## config.mk

```make
export PLATFORM = sky130hd
export DESIGN_NAME = dds_voice_sched
export DESIGN_NICKNAME = d
export VERILOG_FILES = /design/src/rtl/dds_voice_sched.sv
export SDC_FILE = /design/constraint.sdc
export NUM_CORES = 2
export LEC_CHECK = 0
export CAP_MARGIN = 40
export CORE_UTILIZATION = 53
export DETAILED_ROUTE_END_ITERATION = 7
export DONT_BUFFER_PORTS = 1
export HOLD_SLACK_MARGIN = 0.02
export PLACE_DENSITY = 0.68
export SLEW_MARGIN = 10
export SYNTH_ARGS = -nofsm -noshare
export SYNTH_HDL_FRONTEND = slang
export SYNTH_SLANG_ARGS = --single-unit
```

## constraint.sdc

```tcl
create_clock -name sys_clk -period 49.6 [get_ports sys_clk]
set_clock_uncertainty 0.15 [all_clocks]
set_input_delay 2.48 -clock sys_clk [delete_from_list [all_inputs] [get_ports sys_clk]]
set_output_delay 2.48 -clock sys_clk [all_outputs]
set_load 0.005 [all_outputs]
```

## src/rtl/dds_voice_sched.sv

```systemverilog
// Multi-voice DDS scheduler: steps NUM_VOICES phase accumulators per sample tick, issues two LUT
// lookups per cycle and sums the gated samples into a signed mix word. Optional: PHASE_SYNC_EN.
module dds_voice_sched #(
   parameter int NUM_VOICES = 8,
   parameter int PHASE_W    = 32,
   parameter int LUT_AW     = 12,
   parameter int LUT_DW     = 12,
   parameter int LUT_LAT    = 3,
   localparam int MIX_W     = LUT_DW + $clog2(NUM_VOICES)
) (
   input  logic               sys_clk,
   input  logic               sys_rst,
   input  logic               sample_tick,
   input  logic               cfg_wr,
   input  logic [3:0]         cfg_voice,
   input  logic [PHASE_W-1:0] cfg_inc,
   input  logic               cfg_gate,
   output logic               lut_ena,
   output logic [LUT_AW-1:0]  lut1_addr,
   output logic [LUT_AW-1:0]  lut2_addr,
   input  logic [LUT_DW-1:0]  lut1_data,
   input  logic [LUT_DW-1:0]  lut2_data,
   output logic [MIX_W-1:0]   mix_out,
   output logic               mix_valid,
   output logic               busy,
   output logic               overrun
);

   localparam int PAIRS   = NUM_VOICES / 2;
   localparam int CNT_MAX = (PAIRS > LUT_LAT) ? PAIRS : LUT_LAT;
   localparam int CNT_W   = $clog2(CNT_MAX + 1);

   typedef enum logic [1:0] {S_IDLE, S_ISSUE, S_DRAIN, S_OUT} state_t;

   state_t              state_q, state_d;
   logic [CNT_W-1:0]    cnt_q, cnt_d;
   logic                frame_start, frame_done, issue;

   logic [PHASE_W-1:0]  phase [NUM_VOICES];
   logic [PHASE_W-1:0]  inc   [NUM_VOICES];
   logic [PHASE_W-1:0]  sum   [NUM_VOICES];
   logic [NUM_VOICES-1:0] gate, wr_hit, issue_hit;
`ifdef PHASE_SYNC_EN
   logic [PHASE_W-1:0]  pend_inc [NUM_VOICES];
   logic [NUM_VOICES-1:0] pend_vld, carry;
`endif

   logic                iss_g1, iss_g2;
   logic [LUT_LAT-1:0]  pl_vld, pl_g1, pl_g2;
   logic [LUT_DW-1:0]   s1, s2;
   logic [MIX_W-1:0]    add1, add2, acc;

   assign issue   = (state_q == S_ISSUE);
   assign lut_ena = issue;
   assign busy    = (state_q != S_IDLE);

   // ---------------- frame sequencer ----------------
   always_ff @(posedge sys_clk or posedge sys_rst) begin
      if (sys_rst) begin
         state_q   <= S_IDLE;
         cnt_q     <= '0;
         mix_out   <= '0;
         mix_valid <= 1'b0;
         overrun   <= 1'b0;
      end else begin
         state_q   <= state_d;
         cnt_q     <= cnt_d;
         mix_valid <= frame_done;
         overrun   <= sample_tick && (state_q != S_IDLE);
         if (frame_done) mix_out <= acc;
      end
   end

   always_comb begin
      state_d     = state_q;
      cnt_d       = cnt_q;
      frame_start = 1'b0;
      frame_done  = 1'b0;
      case (state_q)
         S_IDLE: begin
            if (sample_tick) begin
               state_d     = S_ISSUE;
               cnt_d       = '0;
               frame_start = 1'b1;
            end
         end
         S_ISSUE: begin
            if (cnt_q == CNT_W'(PAIRS - 1)) begin
               state_d = S_DRAIN;
               cnt_d   = '0;
            end else begin
               cnt_d = cnt_q + 1'b1;
            end
         end
         S_DRAIN: begin
            if (cnt_q == CNT_W'(LUT_LAT - 1)) begin
               state_d = S_OUT;
               cnt_d   = '0;
            end else begin
               cnt_d = cnt_q + 1'b1;
            end
         end
         S_OUT: begin
            frame_done = 1'b1;
            state_d    = S_IDLE;
         end
         default: state_d = S_IDLE;
      endcase
   end

   // ---------------- per-voice decode and LUT address mux ----------------
   always_comb begin
      lut1_addr = '0;
      lut2_addr = '0;
      iss_g1    = 1'b0;
      iss_g2    = 1'b0;
      for (int unsigned v = 0; v < NUM_VOICES; v++) begin
         wr_hit[v]    = cfg_wr && (32'(cfg_voice) == v);
         issue_hit[v] = issue && ((v >> 1) == 32'(cnt_q));
`ifdef PHASE_SYNC_EN
         {carry[v], sum[v]} = {1'b0, phase[v]} + {1'b0, inc[v]};
`else
         sum[v] = phase[v] + inc[v];
`endif
         if (issue_hit[v]) begin
            if ((v % 2) == 0) begin
               lut1_addr = phase[v][PHASE_W-1 -: LUT_AW];
               iss_g1    = gate[v];
            end else begin
               lut2_addr = phase[v][PHASE_W-1 -: LUT_AW];
               iss_g2    = gate[v];
            end
         end
      end
   end

   // ---------------- voice state ----------------
   // A gate 0->1 write zeroes the phase and wins over a same-cycle issue increment.
   always_ff @(posedge sys_clk or posedge sys_rst) begin
      if (sys_rst) begin
         gate <= '0;
`ifdef PHASE_SYNC_EN
         pend_vld <= '0;
`endif
         for (int unsigned v = 0; v < NUM_VOICES; v++) begin
            phase[v] <= '0;
            inc[v]   <= '0;
`ifdef PHASE_SYNC_EN
            pend_inc[v] <= '0;
`endif
         end
      end else begin
         for (int unsigned v = 0; v < NUM_VOICES; v++) begin
            if (wr_hit[v]) gate[v] <= cfg_gate;

            if (wr_hit[v] && cfg_gate && !gate[v]) phase[v] <= '0;
            else if (issue_hit[v])                  phase[v] <= sum[v];

`ifdef PHASE_SYNC_EN
            // Silent voices take a new step at once; sounding ones wait for the phase wrap.
            if (wr_hit[v]) begin
               if (!cfg_gate || !gate[v]) begin
                  inc[v]      <= cfg_inc;
                  pend_vld[v] <= 1'b0;
               end else begin
                  pend_inc[v] <= cfg_inc;
                  pend_vld[v] <= 1'b1;
               end
            end else if (pend_vld[v] && (!gate[v] || (issue_hit[v] && carry[v]))) begin
               inc[v]      <= pend_inc[v];
               pend_vld[v] <= 1'b0;
            end
`else
            if (wr_hit[v]) inc[v] <= cfg_inc;
`endif
         end
      end
   end

   // ---------------- capture pipeline and accumulator ----------------
   assign s1   = {~lut1_data[LUT_DW-1], lut1_data[LUT_DW-2:0]};
   assign s2   = {~lut2_data[LUT_DW-1], lut2_data[LUT_DW-2:0]};
   assign add1 = pl_g1[LUT_LAT-1] ? {{(MIX_W-LUT_DW){s1[LUT_DW-1]}}, s1} : '0;
   assign add2 = pl_g2[LUT_LAT-1] ? {{(MIX_W-LUT_DW){s2[LUT_DW-1]}}, s2} : '0;

   always_ff @(posedge sys_clk or posedge sys_rst) begin
      if (sys_rst) begin
         pl_vld <= '0;
         pl_g1  <= '0;
         pl_g2  <= '0;
         acc    <= '0;
      end else begin
         pl_vld[0] <= issue;
         pl_g1[0]  <= iss_g1;
         pl_g2[0]  <= iss_g2;
         for (int unsigned i = 1; i < LUT_LAT; i++) begin
            pl_vld[i] <= pl_vld[i-1];
            pl_g1[i]  <= pl_g1[i-1];
            pl_g2[i]  <= pl_g2[i-1];
         end
         if (frame_start)              acc <= '0;
         else if (pl_vld[LUT_LAT-1])   acc <= acc + add1 + add2;
      end
   end

endmodule

```

Word-level counts from Yosys, hierarchy flattened. Cells that the tools add are included.

$add $sub $neg: 11. Div/mod/pow operators: 0. Reduce and logical (&&, ||, !) cells: 53. Mux-type cells: 47. Multipliers: 0. Order comparisons: 0. Shift operators: 0. Bitwise gates (word level): 2. Equality and inequality tests: 18.

Operator list (count): 2-to-1 mux 32 bit (16); adder 32 bit (8); 2-to-1 mux 12 bit (8); 2-to-1 mux 15 bit (4); adder 15 bit (2); logical AND 1 bit (29); nonzero test 2 bit (10); equality test 4 x 3 -> 1 bit (second input constant) (4); 2-to-1 mux 1 bit (11); 2-to-1 mux 3 bit (3); one-hot mux 3 bit (3 select lines) (1); equality test 4 x 2 -> 1 bit (second input constant) (2); zero test 1 bit (8); one-hot mux 2 bit (4 select lines) (1); equality test 2 x 3 -> 1 bit (first input constant) (2); equality test 3 x 2 -> 1 bit (second input constant) (2); 2-to-1 mux 2 bit (3); equality test 2 bit (second input constant) (2); equality test 4 x 1 -> 1 bit (second input constant) (1); zero test 4 bit (1); inequality test 2 bit (second input constant) (2); adder 3 x 1 -> 3 bit (second input constant) (1); equality test 1 x 3 -> 1 bit (first input constant) (1); zero test 3 bit (1); 7 further kinds (8).

Bits in writable memories: 0. Bits in latches: 0. Word-level logic and storage cells: 164. ROM bits: 0. Register bits: 566. Memories kept: 0. Bits of input ports: 65. Output and inout port bits: 43.

Longest topological paths before layout.
Word-level depth: 6. Gate-level depth with buffers: 17. Depth with buffers taken out: 16.

Worst setup path before layout. Ideal clock, no wire load.

Path kind: input -> register. Start point: in lut1_data[2]. End point: reg acc[14]. Path slack: 44368 ps. Arrival time: 4949 ps. Stages on the path: 14. Data required time: 49317 ps. Cells stage by stage: nand2_1 > fa_1 > inv_1 > ha_1 > a21o_1 > a21oi_1 > o21ai_0 > a21oi_1 > o21ai_0 > a21boi_0 > o21ai_0 > a31oi_1 > xnor2_1 > o21ai_0.

Cells in the longest elaborated chain, start to end: 5.

Ends and longest elaborated chain: start: declaration (RTL line 21) `input logic [LUT_DW-1:0] lut1_data,`; 2-to-1 mux 15 bit (RTL line 183) `assign add1 = pl_g1[LUT_LAT-1] ? {{(MIX_W-LUT_DW){s1[LUT_DW-1]}}, s1} : '0;`; adder 15 bit (2 in a row) (RTL line 202) `else if (pl_vld[LUT_LAT-1]) acc <= acc + add1 + add2;`; 2-to-1 mux 15 bit (RTL line 202); 2-to-1 mux 15 bit (RTL line 201) `if (frame_start) acc <= '0;`; end signal: assignment (RTL line 202); end: declaration (RTL line 51) `logic [MIX_W-1:0] add1, add2, acc;`.

No other way between the ends. The select of a mux whose other input is x is not followed. A chain may end at the register's enable or synchronous reset.

Worst setup path after layout.
Start point: reg state_q[1]. End point: out lut1_addr[2].

Cells in the longest elaborated chain, start to end: 6.

Ends and longest elaborated chain: start: declaration (RTL line 35) `state_t state_q, state_d;`; start signal: assignment (RTL line 66) `state_q <= state_d;`; equality test 2 x 1 -> 1 bit (*) (RTL line 53) `assign issue = (state_q == S_ISSUE);`; named net lut_ena (RTL line 18) `output logic lut_ena,`; logical AND 1 bit (RTL line 119) `issue_hit[v] = issue && ((v >> 1) == 32'(cnt_q));`; 2-to-1 mux 12 bit (3 in a row) (RTL line 125) `if (issue_hit[v]) begin`; 2-to-1 mux 12 bit (*) (RTL line 125); end: declaration (RTL line 19) `output logic [LUT_AW-1:0] lut1_addr,`.

The timed path passes the listed nets; every way through them passes the cells marked *.

==> flow_summary.yaml <==
pwr:
  p_leak_nw: 17.9
  ir_worst_vdd_v: 0.0000418
  powerDensity_nw_per_um2: 66.4
clock_network:
  clock_sinks: 566
  cts_resized: 0
  postCtsHoldBufs: 0
  clk_latency_ps: 610
  htree_levels: 3
  cts_tree: "done"
  numCtsBuffers: 67
  cts_root_buffer: "clkbuf_16"
  post_cts_buffers: 0
  clock_path_buffers: 3
  cts.clk_slew.worst_paths_ps: 50
yosys:
  synth.most_common_cell: "dfrtp_1"
  synth-xor-area-share_pct: 5.29
  netlist_area_um2: 35100
  synth_cells: 3664
  yosysTopAreaCell: "dfrtp_1"
  synthSimpleGateAreaFrac_pct: 12.8
  synthAdderAreaFrac_pct: 11.0
  synth_largest_type_area_fraction_pct: 40.4
  synth.top_cells.by_count: "566 x dfrtp_1, 535 x nand2_1, 409 x a21oi_1, 280 x mux2_2, 272 x ha_1"
  syn_nets: 4024
  synth_edf_count: 0
  ys_seq_area_share_pct: 40.4
  synthTopCellsByArea: "dfrtp_1 40%, ha_1 9.7%, mux2_2 9.0%"
  synth_cell_types: 76
  yosys_warnings: 0
  synth-seq-cells: 566
  synth_ff_type: "dfrtp_1"
  muxShareOfSynthArea_pct: 9.25
  syn_area_per_cell_um2: 9.57
  synth_top_family_by_area: "compound AO/OA/AOI/OAI gates"
  ys_async_sr_fraction_pct: 100
  synth_compound_area_share_pct: 18.6
setup_path:
  regToRegSetupSlack_ps: 45710
  crit_start: "state_q[1]"
  crit_fanout: 68
  critical_path_arrival_ps: 3900
  crit_required_ps: 46970
  r2r-start: "phase[192]"
  worstSetupStartpointType: "register"
  r2r_end: "phase[222]"
  rr_worst_depth: 12
  crit_type: "register to primary output"
  end_kind: "primary output"
placement:
  gp_congestion: 0.896
  place_hpwl_um: 66200
  portBuffers: 0
grt:
  grt_antenna_before_repair: 18
  overflow: 0
  track_usage_pct: 29.8
  grt_pass1_vias: 26600
  grt_max_degree: 101
  grt_pass1_wl_um: 154000
timing:
  tns_ps: 0
  slew_headroom_pct: 37.8
  period_share_pct: 13.2
  maxSlewViolCount: 0
  hold_violations: 0
  max_freq_ghz: 0.153
  hold_slack_ps: 195
  setup_violations: 0
  layout_min_cycle_time_ps: 6530
  worst_slew_pin_slew_ps: 933
  rsz0062_at_grt: "false"
route:
  first_iter_violations: 2241
  routed_wl_um: 98900
  wl_per_cell_um: 21.8
  drc: 0
  vias: 27600
  drtPass1Iterations: 7
  vias_per_cell: 6.09
  postRouteAntennaNets: 0
layout:
  seqCellArea_um2: 14200
  multi_input_area_um2: 20100
  nFillCells: 5645
  area_growth_pct: 9.74
  layout-drive-gt1-share_pct: 12.6
  nNetsFinal: 3982
die:
  fp.dieH_um: 259
  start_util_pct: 54.0
  rows: 93
  num_io_pins: 108
  dieWidth_um: 259
  die-area_um2: 67200
  coreArea_um2: 64900
hold_path:
  min_to: "pl_vld[2]"
  hold_depth: 0
  min_path_type: "register to register"
  min_from: "pl_vld[1]"
outcome:
  status: "complete, no violations"
job:
  drv_cap: 0
[flip-flops by register name, summed over array words and instances (netlist names)]
register   cells
pl_vld         3
phase        256
pl_g2          3
gate           8
cnt_q          3
mix_valid      1
mix_out       15
acc           15
inc          256
pl_g1          3
overrun        1
state_q        2
[placed cells by master, fill, tap and decap left out, types with 7 or more instances in the layout]
| master | n |
|---|---|
| a211oi_1 | 41 |
| a21o_1 | 141 |
| a21oi_1 | 408 |
| a221o_1 | 33 |
| a31oi_1 | 38 |
| a41oi_1 | 8 |
| and2_1 | 16 |
| and3_1 | 34 |
| buf_16 | 8 |
| buf_4 | 30 |
| bufinv_16 | 7 |
| clkbuf_1 | 13 |
| clkbuf_16 | 71 |
| clkbuf_8 | 12 |
| dfrtp_1 | 566 |
| diode_2 | 15 |
| fa_1 | 23 |
| ha_1 | 272 |
| inv_1 | 97 |
| mux2_2 | 280 |
| mux2i_1 | 9 |
| nand2_1 | 531 |
| nand2b_1 | 19 |
| nand3_1 | 64 |
| nand3b_1 | 11 |
| nand4_1 | 24 |
| nor2_1 | 163 |
| nor2b_1 | 32 |
| nor3_1 | 39 |
| nor3b_1 | 10 |
| o211ai_1 | 12 |
| o21a_1 | 23 |
| o21ai_0 | 200 |
| o21ai_1 | 7 |
| o21bai_1 | 41 |
| o31ai_1 | 19 |
| or3_1 | 17 |
| xnor2_1 | 143 |
| xor2_1 | 69 |
[critical path, stage by stage (launching register included)]
cell and delay [ps]:
dfrtp_1 400, inv_1 100, ha_1 520, nor2b_1 370, nand2_2 80, buf_4 390, a21oi_2 220, buf_4 370
a221o_1 210, o21ai_0 70, o21ai_0 550
[layer usage]
layer	wire length (um)	share of wire [%]	track usage, %
met5	0	0	0
met4	4080	4.1	12.0
met3	7150	7.2	4.58
met2	44300	45	46.8
met1	43400	44	41.2
[metrics by stage]
stage	total power, mW	utilization [%]	instance area [um^2]	worst slack [ps]	std cells
floorplan	1.75	-	35100	31140	3664
detailed placement	2.03	55.7	36200	43770	4408
CTS	2.55	59.2	38500	43110	4523
finish	2.56	59.3	38500	43070	4538
global route	2.76	59.3	38500	42800	4531
global placement	2.00	55.3	35900	43060	4397
[kinds of logic (layout without fill, tap and decap cells)]
group	after synthesis	count (layout)
fa+ha+maj	295	295
flops	566	566
xor+xnor	212	212
mux	289	289
other cells	0	15
simple gates	1006	1006
compound gates	1046	1046
buf+inv	250	254
[how the worst max path moves through the flow]
stage | slack [ps] | to | depth (start not counted)
2_1_floorplan | 31140 | acc[0] | 1
3_3_place_gp | 43060 | inc[204] | 5
3_5_place_dp | 43770 | lut1_addr[2] | 10
4_1_cts | 43110 | lut1_addr[2] | 10
5_1_grt | 42800 | lut1_addr[6] | 10
6_report | 43070 | lut1_addr[2] | 10
[report_power, final]
group	total, mW	internal (mW)	switching (mW)
Clock	0.515	0.315	0.200
Combinational	1.27	0.563	0.706
Sequential	0.773	0.626	0.146
[area by class of cell]
class,count,area share (%)
multi-input cells,2848,52.1
flip-flops and latches,566,36.8
clock buffers,96,5.17
well taps,855,2.78
repair buffers,41,1.31
inverters,98,0.975
clock inverters,19,0.757
diodes,15,0.0975
(Power assumes the default switching activity.)
